[config.mk]
export PLATFORM = sky130hd
export DESIGN_NAME = need_event_scheduler_flat
export DESIGN_NICKNAME = d
export VERILOG_FILES = /design/src/rtl/need_event_scheduler_if.sv /design/src/rtl/need_event_scheduler.sv /design/src/flat_wrapper.sv
export SDC_FILE = /design/constraint.sdc
export NUM_CORES = 1
export LEC_CHECK = 0
export BUFFER_PORTS_ARGS = -buffer_cell sky130_fd_sc_hd__buf_2
export CAP_MARGIN = 10
export CORE_MARGIN = 2
export CORE_UTILIZATION = 35
export CTS_BUF_LIST = sky130_fd_sc_hd__clkbuf_4
export CTS_CLUSTER_DIAMETER = 150
export DETAILED_ROUTE_END_ITERATION = 16
export SLEW_MARGIN = 10
export SYNTH_ARGS = -nofsm -noshare
export SYNTH_HDL_FRONTEND = slang
export SYNTH_SLANG_ARGS = --single-unit
export TNS_END_PERCENT = 1
[constraint.sdc]
create_clock -name clk -period 3.8 [get_ports clk]
set_input_delay 0.57 -clock clk [delete_from_list [all_inputs] [get_ports clk]]
set_output_delay 0.57 -clock clk [all_outputs]
set_load 0.05 [all_outputs]
[src/rtl/need_event_scheduler_if.sv]
// need_event_scheduler_if: request/command bundle between the need
// requesters, the scheduler and the level/display FSM.
interface need_event_scheduler_if;
  logic [3:0] req;
  logic       test_mode;
  logic       tick;
  logic [3:0] grant;
  logic [3:0] inc_pulse;
  logic [3:0] dec_pulse;
  logic [1:0] disp_sel;

  modport master (
    output req, test_mode,
    input  tick, grant, inc_pulse, dec_pulse, disp_sel
  );

  modport slave (
    input  req, test_mode,
    output tick, grant, inc_pulse, dec_pulse, disp_sel
  );
endinterface

[src/rtl/need_event_scheduler.sv]
// need_event_scheduler: tick prescaler, round-robin owner of the shared
// level-update path, and per-need decay event scheduling.
module need_event_scheduler #(
  parameter int TICK_DIV    = 7500000,
  parameter int HOLD_TICKS  = 6,
  parameter int SLEEP_TICKS = 12,
  parameter int DECAY_TICKS = 24
) (
  input logic                  clk,
  input logic                  rst_n,
  need_event_scheduler_if.slave bus
);

  localparam int PW   = (TICK_DIV > 1) ? $clog2(TICK_DIV) : 1;
  localparam int MAXL = (SLEEP_TICKS > HOLD_TICKS) ? SLEEP_TICKS : HOLD_TICKS;
  localparam int HW   = $clog2(MAXL + 1);

  typedef enum logic [1:0] {IDLE, HOLD, RELEASE} state_t;

  state_t        state_q, state_d;
  logic [PW-1:0] pre_q, pre_d;
  logic          tick_q, tick_d;
  logic [HW-1:0] hold_q, hold_d;
  logic [HW-1:0] limit;
  logic [4:0]    dcy_q [4];
  logic [4:0]    dcy_d [4];
  logic [3:0]    pend_q, pend_d;
  logic [3:0]    lo_oh;
  logic [1:0]    rr_q, rr_d;
  logic [1:0]    g_q, g_d;
  logic [1:0]    pick, idx;
  logic          found;
  logic [3:0]    grant_q, grant_d;
  logic [3:0]    inc_q, inc_d;
  logic [3:0]    dec_q, dec_d;
  logic [1:0]    disp_q, disp_d;

  // Prescaler; tick is registered so it reads 1 in the count==TICK_DIV-1 cycle.
  always_comb begin
    pre_d = pre_q + PW'(1);
    if (pre_q == PW'(TICK_DIV - 1)) pre_d = '0;
    tick_d = (pre_d == PW'(TICK_DIV - 1));
  end

  // Round-robin search for the first requester at or above rr pointer.
  always_comb begin
    pick  = rr_q;
    idx   = rr_q;
    found = 1'b0;
    for (int k = 0; k < 4; k++) begin
      idx = rr_q + 2'(k);
      if (!found && bus.req[idx]) begin
        pick  = idx;
        found = 1'b1;
      end
    end
  end

  // Grant FSM: next state, owner, hold counting and increment commands.
  always_comb begin
    state_d = state_q;
    g_d     = g_q;
    rr_d    = rr_q;
    hold_d  = hold_q;
    grant_d = grant_q;
    disp_d  = disp_q;
    inc_d   = '0;
    limit   = (g_q == 2'd1) ? HW'(SLEEP_TICKS - 1) : HW'(HOLD_TICKS - 1);
    unique case (state_q)
      IDLE: begin
        if (found) begin
          state_d = HOLD;
          g_d     = pick;
          grant_d = 4'b0001 << pick;
          disp_d  = pick;
          hold_d  = '0;
          if (bus.test_mode) inc_d = 4'b0001 << pick;
        end
      end
      HOLD: begin
        if (!bus.req[g_q]) begin
          state_d = RELEASE;
        end else if (bus.test_mode) begin
          hold_d = '0;
        end else if (tick_q) begin
          if (hold_q == limit) begin
            hold_d = '0;
            inc_d  = 4'b0001 << g_q;
          end else begin
            hold_d = hold_q + HW'(1);
          end
        end
      end
      RELEASE: begin
        grant_d = '0;
        rr_d    = g_q + 2'd1;
        state_d = IDLE;
      end
      default: state_d = IDLE;
    endcase
  end

  // Decay counters, pending set and lowest-first drain of decrements.
  always_comb begin
    pend_d = pend_q;
    dec_d  = '0;
    lo_oh  = pend_q & (~pend_q + 4'd1);
    for (int i = 0; i < 4; i++) dcy_d[i] = dcy_q[i];
    if (!bus.test_mode) begin
      for (int i = 0; i < 4; i++) begin
        if (grant_q[i] || (i == 1 && bus.req[1])) begin
          dcy_d[i] = '0;
        end else if (tick_q) begin
          if (dcy_q[i] == 5'(DECAY_TICKS - 1)) begin
            dcy_d[i]  = '0;
            pend_d[i] = 1'b1;
          end else begin
            dcy_d[i] = dcy_q[i] + 5'd1;
          end
        end
      end
      if ((lo_oh & inc_d) == '0) dec_d = lo_oh;
      pend_d = pend_d & ~lo_oh;
    end
  end

  // State and output registers.
  always_ff @(posedge clk or negedge rst_n) begin
    if (!rst_n) begin
      state_q <= IDLE;
      pre_q   <= '0;
      tick_q  <= 1'b0;
      hold_q  <= '0;
      pend_q  <= '0;
      rr_q    <= '0;
      g_q     <= '0;
      grant_q <= '0;
      inc_q   <= '0;
      dec_q   <= '0;
      disp_q  <= '0;
      for (int i = 0; i < 4; i++) dcy_q[i] <= '0;
    end else begin
      state_q <= state_d;
      pre_q   <= pre_d;
      tick_q  <= tick_d;
      hold_q  <= hold_d;
      pend_q  <= pend_d;
      rr_q    <= rr_d;
      g_q     <= g_d;
      grant_q <= grant_d;
      inc_q   <= inc_d;
      dec_q   <= dec_d;
      disp_q  <= disp_d;
      for (int i = 0; i < 4; i++) dcy_q[i] <= dcy_d[i];
    end
  end

  assign bus.tick      = tick_q;
  assign bus.grant     = grant_q;
  assign bus.inc_pulse = inc_q;
  assign bus.dec_pulse = dec_q;
  assign bus.disp_sel  = disp_q;

endmodule

[src/flat_wrapper.sv]
// flat-port wrapper written by rule: the top's interface ports become plain ports
module need_event_scheduler_flat 
#(
  parameter int TICK_DIV    = 7500000,
  parameter int HOLD_TICKS  = 6,
  parameter int SLEEP_TICKS = 12,
  parameter int DECAY_TICKS = 24
)
  (clk, rst_n, bus_req, bus_test_mode, bus_tick, bus_grant, bus_inc_pulse, bus_dec_pulse, bus_disp_sel);
  need_event_scheduler_if bus_i ();
  input logic clk;
  input logic rst_n;
  input wire logic [$bits(bus_i.req)-1:0] bus_req;
  input wire logic [$bits(bus_i.test_mode)-1:0] bus_test_mode;
  output wire logic [$bits(bus_i.tick)-1:0] bus_tick;
  output wire logic [$bits(bus_i.grant)-1:0] bus_grant;
  output wire logic [$bits(bus_i.inc_pulse)-1:0] bus_inc_pulse;
  output wire logic [$bits(bus_i.dec_pulse)-1:0] bus_dec_pulse;
  output wire logic [$bits(bus_i.disp_sel)-1:0] bus_disp_sel;
  assign bus_i.req = bus_req;
  assign bus_i.test_mode = bus_test_mode;
  assign bus_tick = bus_i.tick;
  assign bus_grant = bus_i.grant;
  assign bus_inc_pulse = bus_i.inc_pulse;
  assign bus_dec_pulse = bus_i.dec_pulse;
  assign bus_disp_sel = bus_i.disp_sel;
  need_event_scheduler #(.TICK_DIV(TICK_DIV), .HOLD_TICKS(HOLD_TICKS), .SLEEP_TICKS(SLEEP_TICKS), .DECAY_TICKS(DECAY_TICKS)) u_core (.clk(clk), .rst_n(rst_n), .bus(bus_i));
endmodule
==> metrics.md <==
| Metric | Value |
|---|---|
| Status | finished clean |
| Root Buffer | clkbuf_4 |
| Fin crit period | 2.06 ns |
| Number of synthesized register bits | 70 |
| Layout cells sized above 1 | 12.0% |
| First-pass GRT wire length | 13,300 um |
| Area Overhead vs Synth | 7.96% |
| Leak | 1.76 nW |
| Pwr/cell area | 434 nW/um^2 |
| Routed WL per cell | 14.1 um |
| H-Tree Depth | 3 |
| Final total negative setup slack | 0 ns |
| Clock-pin slew on the worst setup and hold paths | 0.11 ns |
| Clk pwr share | 21.3% |
| Register-to-register setup slack | 1.74 ns |
| Post-synthesis mux area share | 1.57% |
| Warnings, synthesis | 0 |
| Setup Crit Path Kind | reg -> reg |
| Overflow after GRT | 0 |
| GRT Overall Usage | 14.4% |
| Via density | 5.33 |
| Initial Util | 36.1% |
| Mapped Cells | 389 |
| Initial antenna violation count | 0 |
| Max-cap viol count | 0 |
| Maximum clock frequency | 0.485 GHz |
| First-pass DRT Iterations | 4 |
| Final setup vio count | 0 |
| Largest net degree at the start of global routing | 39 |
| Post_cts resized | 0 |
| Placed Cells | 532 |
| Sequential share of the synthesized area | 46.8% |
| Port Buf Inserts | 21 |
| DIE WIDTH | 107 um |
| Row count | 37 |
| Switching fraction of total power | 37.2% |
| Sequential share of power | 51.8% |
| Net count after synthesis | 406 |
| XOR/XNOR share of the synthesized area | 5.62% |
| Synthesized cell area | 3740 um^2 |
| Die Footprint | 11,500 um^2 |
| Die H | 107 um |
| Finished Layout Cells | 546 |
| Clk sinks | 70 |
| Post-synth ARST share | 100% |
| Final ANT Viol Nets | 0 |
| Tcrit/Tclk final | 54.3% |
| Ys flop type | dfrtp_1 |
| Cts-stage hold buffer count | 0 |
| Final WS setup | 1.74 ns |
| Hold Path Class | in -> async |
| Final Hold Vio Count | 0 |
| EDFF count, synth | 0 |
| Clk_lat worst skew | 0.41 ns |
| Io pins | 22 |
| Synth Area in Compound Gates | 14.2% |
| CTS tree | built |
| Critical Path End Type | flip-flop |
| Req. time, crit path | 4.15 ns |
| Worst Skew | 0.0129 ns |
| Vias in the first global route | 2,793 |
| Num CTS Buffers | 9 |
| Setup WS pre-CTS | 1.58 ns |
| Post-Syn Area per Cell | 9.62 um^2 |
| CTS Buffer Depth | 2 |
| GP Congestion | 0.761 |
| VDD IR max | 0.285 mV |
| Worst slew pin tran | 0.828 ns |
| Overall Power | 1.75 mW |
| Pint | 1.10 mW |
| Synth Area in Simple Gates | 25.1% |
| DRC | 0 |
| Via count | 2,912 |
| Number of DRC violations after detailed-routing iteration 0 | 141 |
| Crit-path max FO | 6 |
| Post-CTS Setup Bufs | 0 |
| Post-synthesis adder-cell area fraction | 3.34% |
| Largest family of logic cells by synthesized area | simple AND/OR/NAND/NOR gates |
| RSZ-0062 raised after global routing | false |
| Slew Limit Fails | 0 |
| Max-slew headroom | 44.8% |
| Worst Path Arrival | 2.41 ns |
| P_sw | 0.652 mW |
| Yosys cell types | 62 |
| Core Box Area | 10,400 um^2 |
| # nets final | 424 |
| Ant. Diodes | 0 |
| DP Wirelength | 5480 um |
| Worst Setup Start Kind | flip-flop |
| Share of total power in combinational logic | 26.9% |
| WL final | 7720 um |
## cell usage in the layout (no fill, tap or decap), drive strengths merged, types with 3 or more instances in the layout
| master | synthesis | layout |
|---|---|---|
| nor2b | 8 | 8 |
| nor4b | 3 | 3 |
| nand2b | 3 | 3 |
| dfrtp | 70 | 70 |
| clkbuf | 10 | 10 |
| o31ai | 3 | 3 |
| a31oi | 4 | 4 |
| nor4 | 3 | 3 |
| buf | 7 | 24 |
| and4 | 4 | 4 |
| nor3 | 18 | 18 |
| nand4 | 15 | 15 |
| nand4b | 3 | 3 |
| nand3 | 14 | 14 |
| xor2 | 12 | 12 |
| a32o | 3 | 3 |
| clkinv | 0 | 4 |
| nor3b | 6 | 6 |
| a21o | 3 | 3 |
| nand2 | 44 | 44 |
| ha | 10 | 10 |
| xnor2 | 12 | 12 |
| a22o | 6 | 6 |
| nor2 | 34 | 34 |
| o21ai | 38 | 38 |
| nand3b | 5 | 5 |
| a21oi | 11 | 11 |
| inv | 9 | 9 |
## critical path, stage by stage (launching register included)
cell and delay, ns:
dfrtp_1 0.39, ha_1 0.28, nand3_1 0.26, nor3_2 0.36, and3b_1 0.20, o21ai_0 0.07, a211oi_1 0.20, and4_1 0.23
## cells by family (layout without fill, tap and decap cells)
logic type / count (synthesis) / after routing
compound gates: 82 / 82
xor+xnor: 24 / 24
fa+ha+maj: 10 / 10
buf+inv: 26 / 47
flops: 70 / 70
mux: 4 / 4
simple gates: 173 / 173
## registers in the layout (all words and copies together) (netlist names)
name and count:
u_core.hold_q 4, u_core.pre_q 23, u_core.bus.inc_pulse 4, u_core.rr_q 2, u_core.bus.grant 4, u_core.g_q 2, u_core.dcy_q 20, u_core.state_q 2
u_core.bus.tick 1, u_core.pend_q 4, u_core.bus.dec_pulse 4
## per-layer routing
layer  track usage [%]  up-vias  share of wire [%]
li1                  -     1443                  -
met1              17.9     1399                 46
met2              24.5       64                 49
met3              3.75        6                4.2
met4              4.76        0                1.0
met5                 0        -                  0
## final cells by class
class,instances,area (um^2)
clock inverters,4,16.3
inverters,9,33.8
well taps,136,170
flip-flops and latches,70,1750
multi-input cells,293,1870
fillers,1047,6330
repair buffers,24,128
clock buffers,10,75.1
## metrics by stage
stage	hold WS, ns	util [%]	instance area [um^2]
after floorplan	0.274	-	3740
after global placement	0.462	38.1	3950
after detailed placement	0.472	38.1	3950
after CTS	0.262	39.0	4040
after global routing	0.297	39.0	4040
final	0.246	39.0	4040
## final timing paths
kind	cells after the start	startpoint	to
worst min register to register	1	u_core.pre_q[0]	u_core.pre_q[0]
worst max register to register	7	u_core.pre_q[0]	u_core.bus.tick
worst max-delay path	7	u_core.pre_q[0]	u_core.bus.tick
min in group clk	1	u_core.pre_q[0]	u_core.pre_q[0]
max in group asynchronous	2	rst_n	u_core.pre_q[4]
worst min-delay path	1	rst_n	u_core.bus.dec_pulse[2]
## synth_stat cells (3+ instances only)
master | number | area share, %
nand2_1 | 44 | 4.4
xnor2_1 | 12 | 2.8
a21oi_1 | 11 | 1.5
o31ai_1 | 3 | 0.60
a31oi_1 | 4 | 0.67
and4_1 | 4 | 0.94
nor2b_1 | 6 | 1.0
buf_2 | 5 | 0.67
nor2_1 | 32 | 3.2
nor3_1 | 17 | 2.3
nand3_1 | 14 | 1.9
xor2_1 | 12 | 2.8
clkbuf_1 | 9 | 0.90
o21ai_0 | 37 | 4.9
nand4b_1 | 3 | 0.70
nand3b_1 | 5 | 1.0
a22o_1 | 5 | 1.2
nand4_1 | 15 | 2.5
dfrtp_1 | 70 | 47
a21o_1 | 3 | 0.60
ha_1 | 10 | 3.3
nor3b_1 | 6 | 1.2
inv_1 | 9 | 0.90
nand2b_1 | 3 | 0.50
## power groups by stage
stage          Sequential, mW  Combinational, mW  Clock (mW)
2_1_floorplan           0.996              0.259           0
6_report                0.908              0.471       0.373
3_3_place_gp            0.920              0.469           0
3_5_place_dp            0.923              0.470           0
4_1_cts                 0.908              0.475       0.392
5_1_grt                 0.921              0.522       0.421
(Power assumes the default switching activity.)
